`config.mk`:
```
export PLATFORM = sky130hd
export DESIGN_NAME = syn_fifo_rd_stream_flat
export DESIGN_NICKNAME = d
export VERILOG_FILES = /design/src/rtl/syn_fifo_rd_stream_pkg.sv /design/src/rtl/syn_fifo_rd_stream_if.sv /design/src/rtl/syn_fifo_rd_stream_skid2.sv /design/src/rtl/syn_fifo_rd_stream.sv /design/src/flat_wrapper.sv
export SDC_FILE = /design/constraint.sdc
export NUM_CORES = 1
export LEC_CHECK = 0
export BUFFER_PORTS_ARGS = -buffer_cell sky130_fd_sc_hd__buf_2
export CORE_ASPECT_RATIO = 0.8
export CORE_UTILIZATION = 42
export CTS_CLUSTER_DIAMETER = 150
export DETAILED_ROUTE_END_ITERATION = 8
export GPL_TIMING_DRIVEN = 0
export PLACE_DENSITY = 0.62
export SLEW_MARGIN = 10
export SYNTH_ARGS = -nofsm -noshare
export SYNTH_HDL_FRONTEND = slang
export SYNTH_SLANG_ARGS = --single-unit
```
`constraint.sdc`:
```
create_clock -name clk -period 2.8 [get_ports clk]
set_input_delay 0.28 -clock clk [delete_from_list [all_inputs] [get_ports clk]]
set_output_delay 0.28 -clock clk [all_outputs]
set_load 0.005 [all_outputs]
```
`src/rtl/syn_fifo_rd_stream_pkg.sv`:
```
// Shared constants and types for the syn_fifo read-side stream engine.
// Holds buffer depth, buffer level type and transfer counter width.
package syn_fifo_pkg;

   localparam int unsigned BUF_DEPTH  = 2;
   localparam int unsigned XFER_CNT_W = 16;

   typedef logic [1:0] level_t;

endpackage

```
`src/rtl/syn_fifo_rd_stream_if.sv`:
```
// Valid/ready stream bundle carrying drained FIFO words downstream.
// Ports: m_valid, m_ready, m_data; master drives valid/data, slave drives ready.
interface syn_fifo_rd_stream_if #(
   parameter int DATA_WIDTH = 8
);

   logic                  m_valid;
   logic                  m_ready;
   logic [DATA_WIDTH-1:0] m_data;

   modport master (
      output m_valid,
      output m_data,
      input  m_ready
   );

   modport slave (
      input  m_valid,
      input  m_data,
      output m_ready
   );

endinterface

```
`src/rtl/syn_fifo_rd_stream_skid2.sv`:
```
// Two-entry buffer: head drives dout, tail absorbs one word of skid.
// Ports: clk, rst, flush, push/din, pop, dout, level (0..2).
module syn_fifo_skid2
   import syn_fifo_pkg::*;
#(
   parameter int DATA_WIDTH = 8
) (
   input  logic                  clk,
   input  logic                  rst,
   input  logic                  flush,
   input  logic                  push,
   input  logic                  pop,
   input  logic [DATA_WIDTH-1:0] din,
   output logic [DATA_WIDTH-1:0] dout,
   output level_t                level
);

   logic [DATA_WIDTH-1:0] e0;
   logic [DATA_WIDTH-1:0] e1;
   level_t                lvl;

   always_ff @(posedge clk or posedge rst) begin
      if (rst) begin
         e0  <= '0;
         e1  <= '0;
         lvl <= 2'd0;
      end else if (flush) begin
         lvl <= 2'd0;
      end else begin
         case ({push, pop})
            2'b10: begin
               if (lvl == 2'd0) e0 <= din;
               else             e1 <= din;
               lvl <= lvl + 2'd1;
            end
            2'b01: begin
               e0  <= e1;
               lvl <= lvl - 2'd1;
            end
            2'b11: begin
               // level is unchanged; new word lands behind what remains
               if (lvl == 2'd1) begin
                  e0 <= din;
               end else begin
                  e0 <= e1;
                  e1 <= din;
               end
            end
            default: ;
         endcase
      end
   end

   assign dout  = e0;
   assign level = lvl;

endmodule

```
`src/rtl/syn_fifo_rd_stream.sv`:
```
// Drains syn_fifo (1-cycle read latency) onto a full-rate valid/ready stream.
// Ports: clk, rst, flush, fifo_empty/fifo_rd_en/fifo_data, m (stream), buf_level;
// xfer_cnt only when SYN_FIFO_RD_STREAM_CNT_EN is defined.
module syn_fifo_rd_stream
   import syn_fifo_pkg::*;
#(
   parameter int DATA_WIDTH = 8
) (
   input  logic                  clk,
   input  logic                  rst,
   input  logic                  flush,
   input  logic                  fifo_empty,
   output logic                  fifo_rd_en,
   input  logic [DATA_WIDTH-1:0] fifo_data,
   syn_fifo_rd_stream_if.master  m,
   output level_t                buf_level
`ifdef SYN_FIFO_RD_STREAM_CNT_EN
   ,
   output logic [XFER_CNT_W-1:0] xfer_cnt
`endif
);

   logic       inflight;
   logic       xfer;
   logic [2:0] pend;
   level_t     level;

   assign xfer = m.m_valid && m.m_ready;

   // words that will occupy the buffer after this edge if nothing new issues
   assign pend = {1'b0, level} + {2'b0, inflight} - {2'b0, xfer};

   assign fifo_rd_en = !rst && !fifo_empty && !flush
                     && (pend < 3'(BUF_DEPTH));

   always_ff @(posedge clk or posedge rst) begin
      if (rst) inflight <= 1'b0;
      else     inflight <= fifo_rd_en;
   end

   syn_fifo_skid2 #(
      .DATA_WIDTH (DATA_WIDTH)
   ) u_skid (
      .clk   (clk),
      .rst   (rst),
      .flush (flush),
      .push  (inflight),
      .pop   (xfer),
      .din   (fifo_data),
      .dout  (m.m_data),
      .level (level)
   );

   assign m.m_valid = (level != 2'd0);
   assign buf_level = level;

`ifdef SYN_FIFO_RD_STREAM_CNT_EN
   logic [XFER_CNT_W-1:0] cnt_q;

   always_ff @(posedge clk or posedge rst) begin
      if (rst)                    cnt_q <= '0;
      else if (xfer && ~&cnt_q)   cnt_q <= cnt_q + 1'b1;
   end

   assign xfer_cnt = cnt_q;
`endif

endmodule

```
`src/flat_wrapper.sv`:
```
// flat-port wrapper written by rule: the top's interface ports become plain ports
module syn_fifo_rd_stream_flat import syn_fifo_pkg::*;
#(
   parameter int DATA_WIDTH = 8
)
  (clk, rst, flush, fifo_empty, fifo_rd_en, fifo_data, buf_level, m_m_valid, m_m_data, m_m_ready);
  syn_fifo_rd_stream_if #(.DATA_WIDTH(DATA_WIDTH)) m_i ();
  input  logic clk;
  input  logic rst;
  input  logic flush;
  input  logic fifo_empty;
  output logic fifo_rd_en;
  input  logic [DATA_WIDTH-1:0] fifo_data;
  output level_t buf_level;
  output wire logic [$bits(m_i.m_valid)-1:0] m_m_valid;
  output wire logic [$bits(m_i.m_data)-1:0] m_m_data;
  input wire logic [$bits(m_i.m_ready)-1:0] m_m_ready;
  assign m_m_valid = m_i.m_valid;
  assign m_m_data = m_i.m_data;
  assign m_i.m_ready = m_m_ready;
  syn_fifo_rd_stream #(.DATA_WIDTH(DATA_WIDTH)) u_core (.clk(clk), .rst(rst), .flush(flush), .fifo_empty(fifo_empty), .fifo_rd_en(fifo_rd_en), .fifo_data(fifo_data), .m(m_i), .buf_level(buf_level));
endmodule
```
Word-level counts from Yosys, hierarchy flattened
Index checks and enable logic that the tools add are counted.
- reductions and logical operators: 14
- muxes and demuxes: 8
- bitwise gates (word level): 1
- equal/unequal tests: 7
- order comparisons: 1
- add/subtract/negate cells: 4
- operator list (kind ; number):
    $mux W8 ; 4
    $pmux W8 S3 ; 1
    $pmux W8 S2 ; 1
    $ne A2 B2 Y1 const B ; 3
    $reduce_bool A3 Y1 ; 2
    $eq A2 B1 Y1 const B ; 2
    $eq A2 B2 Y1 const B ; 2
    $logic_and A1 B1 Y1 ; 4
    $pmux W2 S2 ; 1
    $reduce_and A4 Y1 ; 1
    $reduce_bool A2 Y1 ; 2
    $add A2 B1 Y3 ; 1
    $logic_not A1 Y1 ; 3
    $lt A3 B2 Y1 const B ; 1
    $reduce_and A3 Y1 ; 1
    $sub A3 B1 Y3 ; 1
    $add A2 B1 Y2 const B ; 1
    $logic_not A2 Y1 ; 1
    $mux W2 ; 1
    $sub A2 B1 Y2 const B ; 1
    $not A1 Y1 ; 1
- bits in registers: 19
- logic and storage cells: 39
- bits of input ports: 13
- output and inout bits: 12

Longest topological paths before layout
- depth in word-level cells: 5
- depth in mapped cells: 11
- mapped depth without buffers: 9

Hierarchy
Synthesis repeated with hierarchy kept, for this count alone.
- cell total of the unflattened synthesis: 74
- area, all modules: 1016.0 um^2
- modules (own cells, without submodules) (module ; times used ; cells an instance ; sequential area each (um^2) ; area each (um^2)):
    syn_fifo_skid2 ; 1 ; 63 ; 450.4 ; 904.6
    syn_fifo_rd_stream ; 1 ; 11 ; 25.0 ; 111.4

Worst setup path before layout
Ideal clock, no wire load.
- path type: reg2out
- start point: reg u_core.u_skid.lvl[1] (netlist: u_core.u_skid.level[1])
- end point: out fifo_rd_en
- slack: 0.350 ns
- buffers on the path: 1
- required time: 2.520 ns
- stages on the path, launching flop included: 11
- arrival time: 2.170 ns
- cells stage by stage: dfrtp_1 -> inv_1 -> ha_1 -> nor2b_1 -> buf_2 -> inv_1 -> ha_1 -> nand2_1 -> fa_1 -> xnor2_1 -> and4_1
- longest elaborated chain between the ends: 5
- elaborated cells on any way between the ends: 6
- classes of those cells: add/sub: 2; order compare: 1; reduce/logical: 3
- RTL lines (what ; RTL line ; RTL):
    start: declaration ; syn_fifo_rd_stream_skid2.sv:20 ; level_t lvl;
    start signal: assignment ; syn_fifo_rd_stream_skid2.sv:34 ; lvl <= lvl + 2'd1;
    start signal: assignment ; syn_fifo_rd_stream_skid2.sv:38 ; lvl <= lvl - 2'd1;
    branches (longest 2 deep; another with $add A2 B1 Y3) ; -- ;
    $sub A3 B1 Y3 (*) ; syn_fifo_rd_stream.sv:31 ; assign pend = {1'b0, level} + {2'b0, inflight} - {2'b0, xfer};
    $lt A3 B2 Y1 (*) ; syn_fifo_rd_stream.sv:34 ; && (pend < 3'(BUF_DEPTH));
    $logic_and A1 B1 Y1 (*) ; syn_fifo_rd_stream.sv:34 ;
    end: declaration ; flat_wrapper.sv:12 ; output logic fifo_rd_en;
Every way passes the cells marked *.

Worst setup path in the final report
- start point: reg u_core.u_skid.lvl[0] (netlist: u_core.u_skid.level[0])
- end point: out fifo_rd_en
The elaborated chain is that of the path after synthesis.

==> summary.txt <==
Yosys
  • Adder-cell share of the synthesized area: 0.0704
  • Gate count of the mapped netlist: 95
  • Yosys cell types: 28
  • Number of synthesis warnings: 0
  • Largest family of logic cells by synthesized area: compound AO/OA/AOI/OAI gates
  • Compound-Gate Fraction of Synth Area: 0.177
  • Synth Area in Simple Gates: 0.133
  • Post-synthesis mux area share: 0.0906
  • Post-Synth XOR/XNOR Area: 0.00881
  • Mapped cell area: 995 sq um
  • Seq/Total Area, Yosys: 0.478
  • Synth Area per Inst: approximately 10 sq um
  • FF+latch count, synth: 19
  • Syn nets: between 100 and 150

Layout
  • Multi-input gate area: a little over 500 sq um
  • Synth-to-Final Area Change: 27.0%
  • Fill count: 191
  • Leading cell type in the layout, fill and taps excluded: buf_2
  • Layout cell share with drive strength beyond 1: 0.419
  • Antenna cells: 0
  • Most frequent cells in the layout: 26 x buf_2, 18 x dfrtp_1
  • Final nets: 148
  • Register Area: 477 sq um

Timing
  • Clock Skews: roughly 0.011 ns
  • Final worst path period share: 0.948
  • RSZ-0062 raised after global routing: false
  • Fmax: 377 MHz
  • Sum Neg Setup Slack: 0 ns
  • PnR worst setup slack: 0.146 ns
  • Slew Limit Fails: 0
  • Setup violators final: 0
  • Fin crit period: 2.65 ns
  • Fin. Hold Viols: 0
  • Slew margin rel.: 0.525
  • Worst Tran Pin Value: 0.712 ns

Worst setup path
  • Worst setup EP type: output pin
  • Arrival @ worst endpoint: 2.37 ns
  • CP Launch Type: flip-flop
  • FF-to-FF setup slack: 0.55 ns
  • Crit path max fanout: 4
  • Setup CP Type: reg2out
  • CP required: 2.52 ns

Clock tree
  • Bufs on Longest Clock Path: 2
  • CTS Buf Count: 3
  • CTS tree: yes
  • CTS Root Cell: clkbuf_4
  • Depth of the CTS H-tree: 1
  • Clock sink count: 19
  • Clock Latency Late Sink: 0.29 ns
  • Clock Pin Slew Worst Setup and Hold Paths: 0.10 ns

Pwr
  • Internal: 811 uW
  • Combinational power share: 0.520
  • Flop pwr share: 0.376
  • Clock power frac: 0.104
  • P_leak: roughly 0.57 nW
  • Pwr/cell area: slightly above 1000 nW/um^2
  • Peak supply drop: ~0.0005 V
  • Sw Ratio: 0.365
  • Psw: 467 uW

Floorplan
  • Die area: 2570 sq um
  • Die width: 56.4 um
  • Rows: 15
  • Core box area: between 2000 and 2500 sq um
  • Initial Util: 0.453
  • I/O pins: 25
  • Die Y: 45.5 um

Flow run
  • Number of max-cap violations: 0

Route
  • DR DRC count: 0
  • Drt pass-1 iters: 4
  • Via count: 840
  • Initial DRC Count: 30
  • WL final: 2080 um
  • Antenna-violating nets left: 0
  • Vias per cell: about 5.5
  • Per-cell routed wire length: 13.5 um

Global routing
  • Largest net degree at the start of global routing: 21
  • Vias in the first global route: ~760
  • First-pass GRT wire length: 3510 um
  • Tot GR Track Use: 0.184
  • Antenna violations before repair: 0
  • GRT overflow: 0

Placement
  • Dpl ws: 0.0745 ns
  • Placer Congestion: 0.776
  • Port bufs: 24
  • DP HPWL: approximately 1500 um

Hold path
  • HP Class: in2async

Run status
  • Status: complete, no violations
timing repair:
item	4_1_cts	5_1_grt
resized for setup	4	9
pin swaps	0	4
hold buffers	0	0
setup buffers	2	4
endpoints found under the setup margin	1	1
stage by stage:
step	cell area, sq um	hold WS, ns	power (mW)	utilization	std cells
2_1_floorplan	995	0.237	0.840	-	95
3_3_place_gp	1150	0.445	0.996	0.522	144
3_5_place_dp	1150	0.450	1.01	0.522	144
4_1_cts	1190	0.123	1.18	0.544	150
5_1_grt	1260	0.153	1.40	0.575	154
6_report	1260	0.0774	1.28	0.575	154
Yosys cell counts:
cell type / number / area (sq um)
nor2_2: 1 / 6.26
a31oi_1: 8 / 50.1
nand2_1: 2 / 7.51
and2_1: 1 / 6.26
fa_1: 1 / 20.0
nor3b_2: 1 / 12.5
xnor2_1: 1 / 8.76
mux2_2: 6 / 67.6
mux2_1: 2 / 22.5
buf_1: 1 / 3.75
a211oi_1: 2 / 15.0
nor3_1: 2 / 10.0
dfrtp_1: 19 / 475
nor2_1: 2 / 7.51
o21ai_4: 1 / 16.3
a21boi_1: 1 / 7.51
and4_1: 1 / 8.76
o21a_1: 1 / 7.51
nor2b_1: 2 / 12.5
a21oi_1: 8 / 40.0
ha_1: 4 / 50.1
nand2b_1: 1 / 6.26
and2_0: 1 / 6.26
inv_1: 6 / 22.5
buf_2: 3 / 15.0
and3b_1: 1 / 8.76
nand3_1: 8 / 40.0
o21ai_0: 8 / 40.0
routing by layer:
metal | wire, um | vias to the layer above | track usage
li1 | - | 414 | -
met3 | 116 | 2 | 0.0625
met5 | 0 | - | 0
met1 | 1030 | 398 | 0.263
met4 | 10 | 0 | 0.0488
met2 | 922 | 26 | 0.269
power by group through the flow:
stage          Clock, mW  Combinational (mW)  Sequential, mW
5_1_grt            0.155               0.749           0.496
3_3_place_gp           0               0.507           0.489
4_1_cts            0.140               0.567           0.477
2_1_floorplan          0               0.350           0.490
3_5_place_dp           0               0.519           0.494
6_report           0.133               0.665           0.480
registers in the layout, indices dropped and copies added (netlist names):
name,count
u_core.u_skid.dout,8
u_core.u_skid.e1,8
u_core.inflight,1
u_core.u_skid.level,2
path summary, 6_finish.rpt:
kind / startpoint / endpoint / depth (start not counted)
worst min register to register: u_core.u_skid.e1[7] / u_core.u_skid.e1[7] / 1
worst min-delay path: rst / u_core.inflight / 2
worst max-delay path: u_core.u_skid.level[0] / fifo_rd_en / 10
min in group clk: flush / u_core.u_skid.level[1] / 2
max in group asynchronous: rst / u_core.u_skid.level[1] / 2
worst max register to register: u_core.u_skid.level[0] / u_core.u_skid.e1[1] / 10
cell type report:
class	instances	area share
clock buffer	4	0.0208
inverter	6	0.0218
timing repair buffer	30	0.131
multi-input combinational	66	0.408
sequential	19	0.377
buffer	4	0.0168
tap	25	0.0248
cell families after synthesis:
group	Yosys count
AO/OA/AOI/OAI	29
XOR/XNOR	1
adder cells (fa/ha/maj)	5
buffers and inverters	10
flip-flops	19
multiplexers	8
AND/OR/NAND/NOR	23
worst max-delay path: stages (launching register included):
cell     delay [ns]
dfrtp_1        0.38
inv_2          0.05
ha_4           0.16
nor2b_1        0.12
buf_4          0.16
inv_6          0.04
ha_4           0.25
nand2_2        0.06
fa_2           0.55
and4_1         0.20
buf_2          0.12
Note: power is estimated with default switching activity, not from simulation.
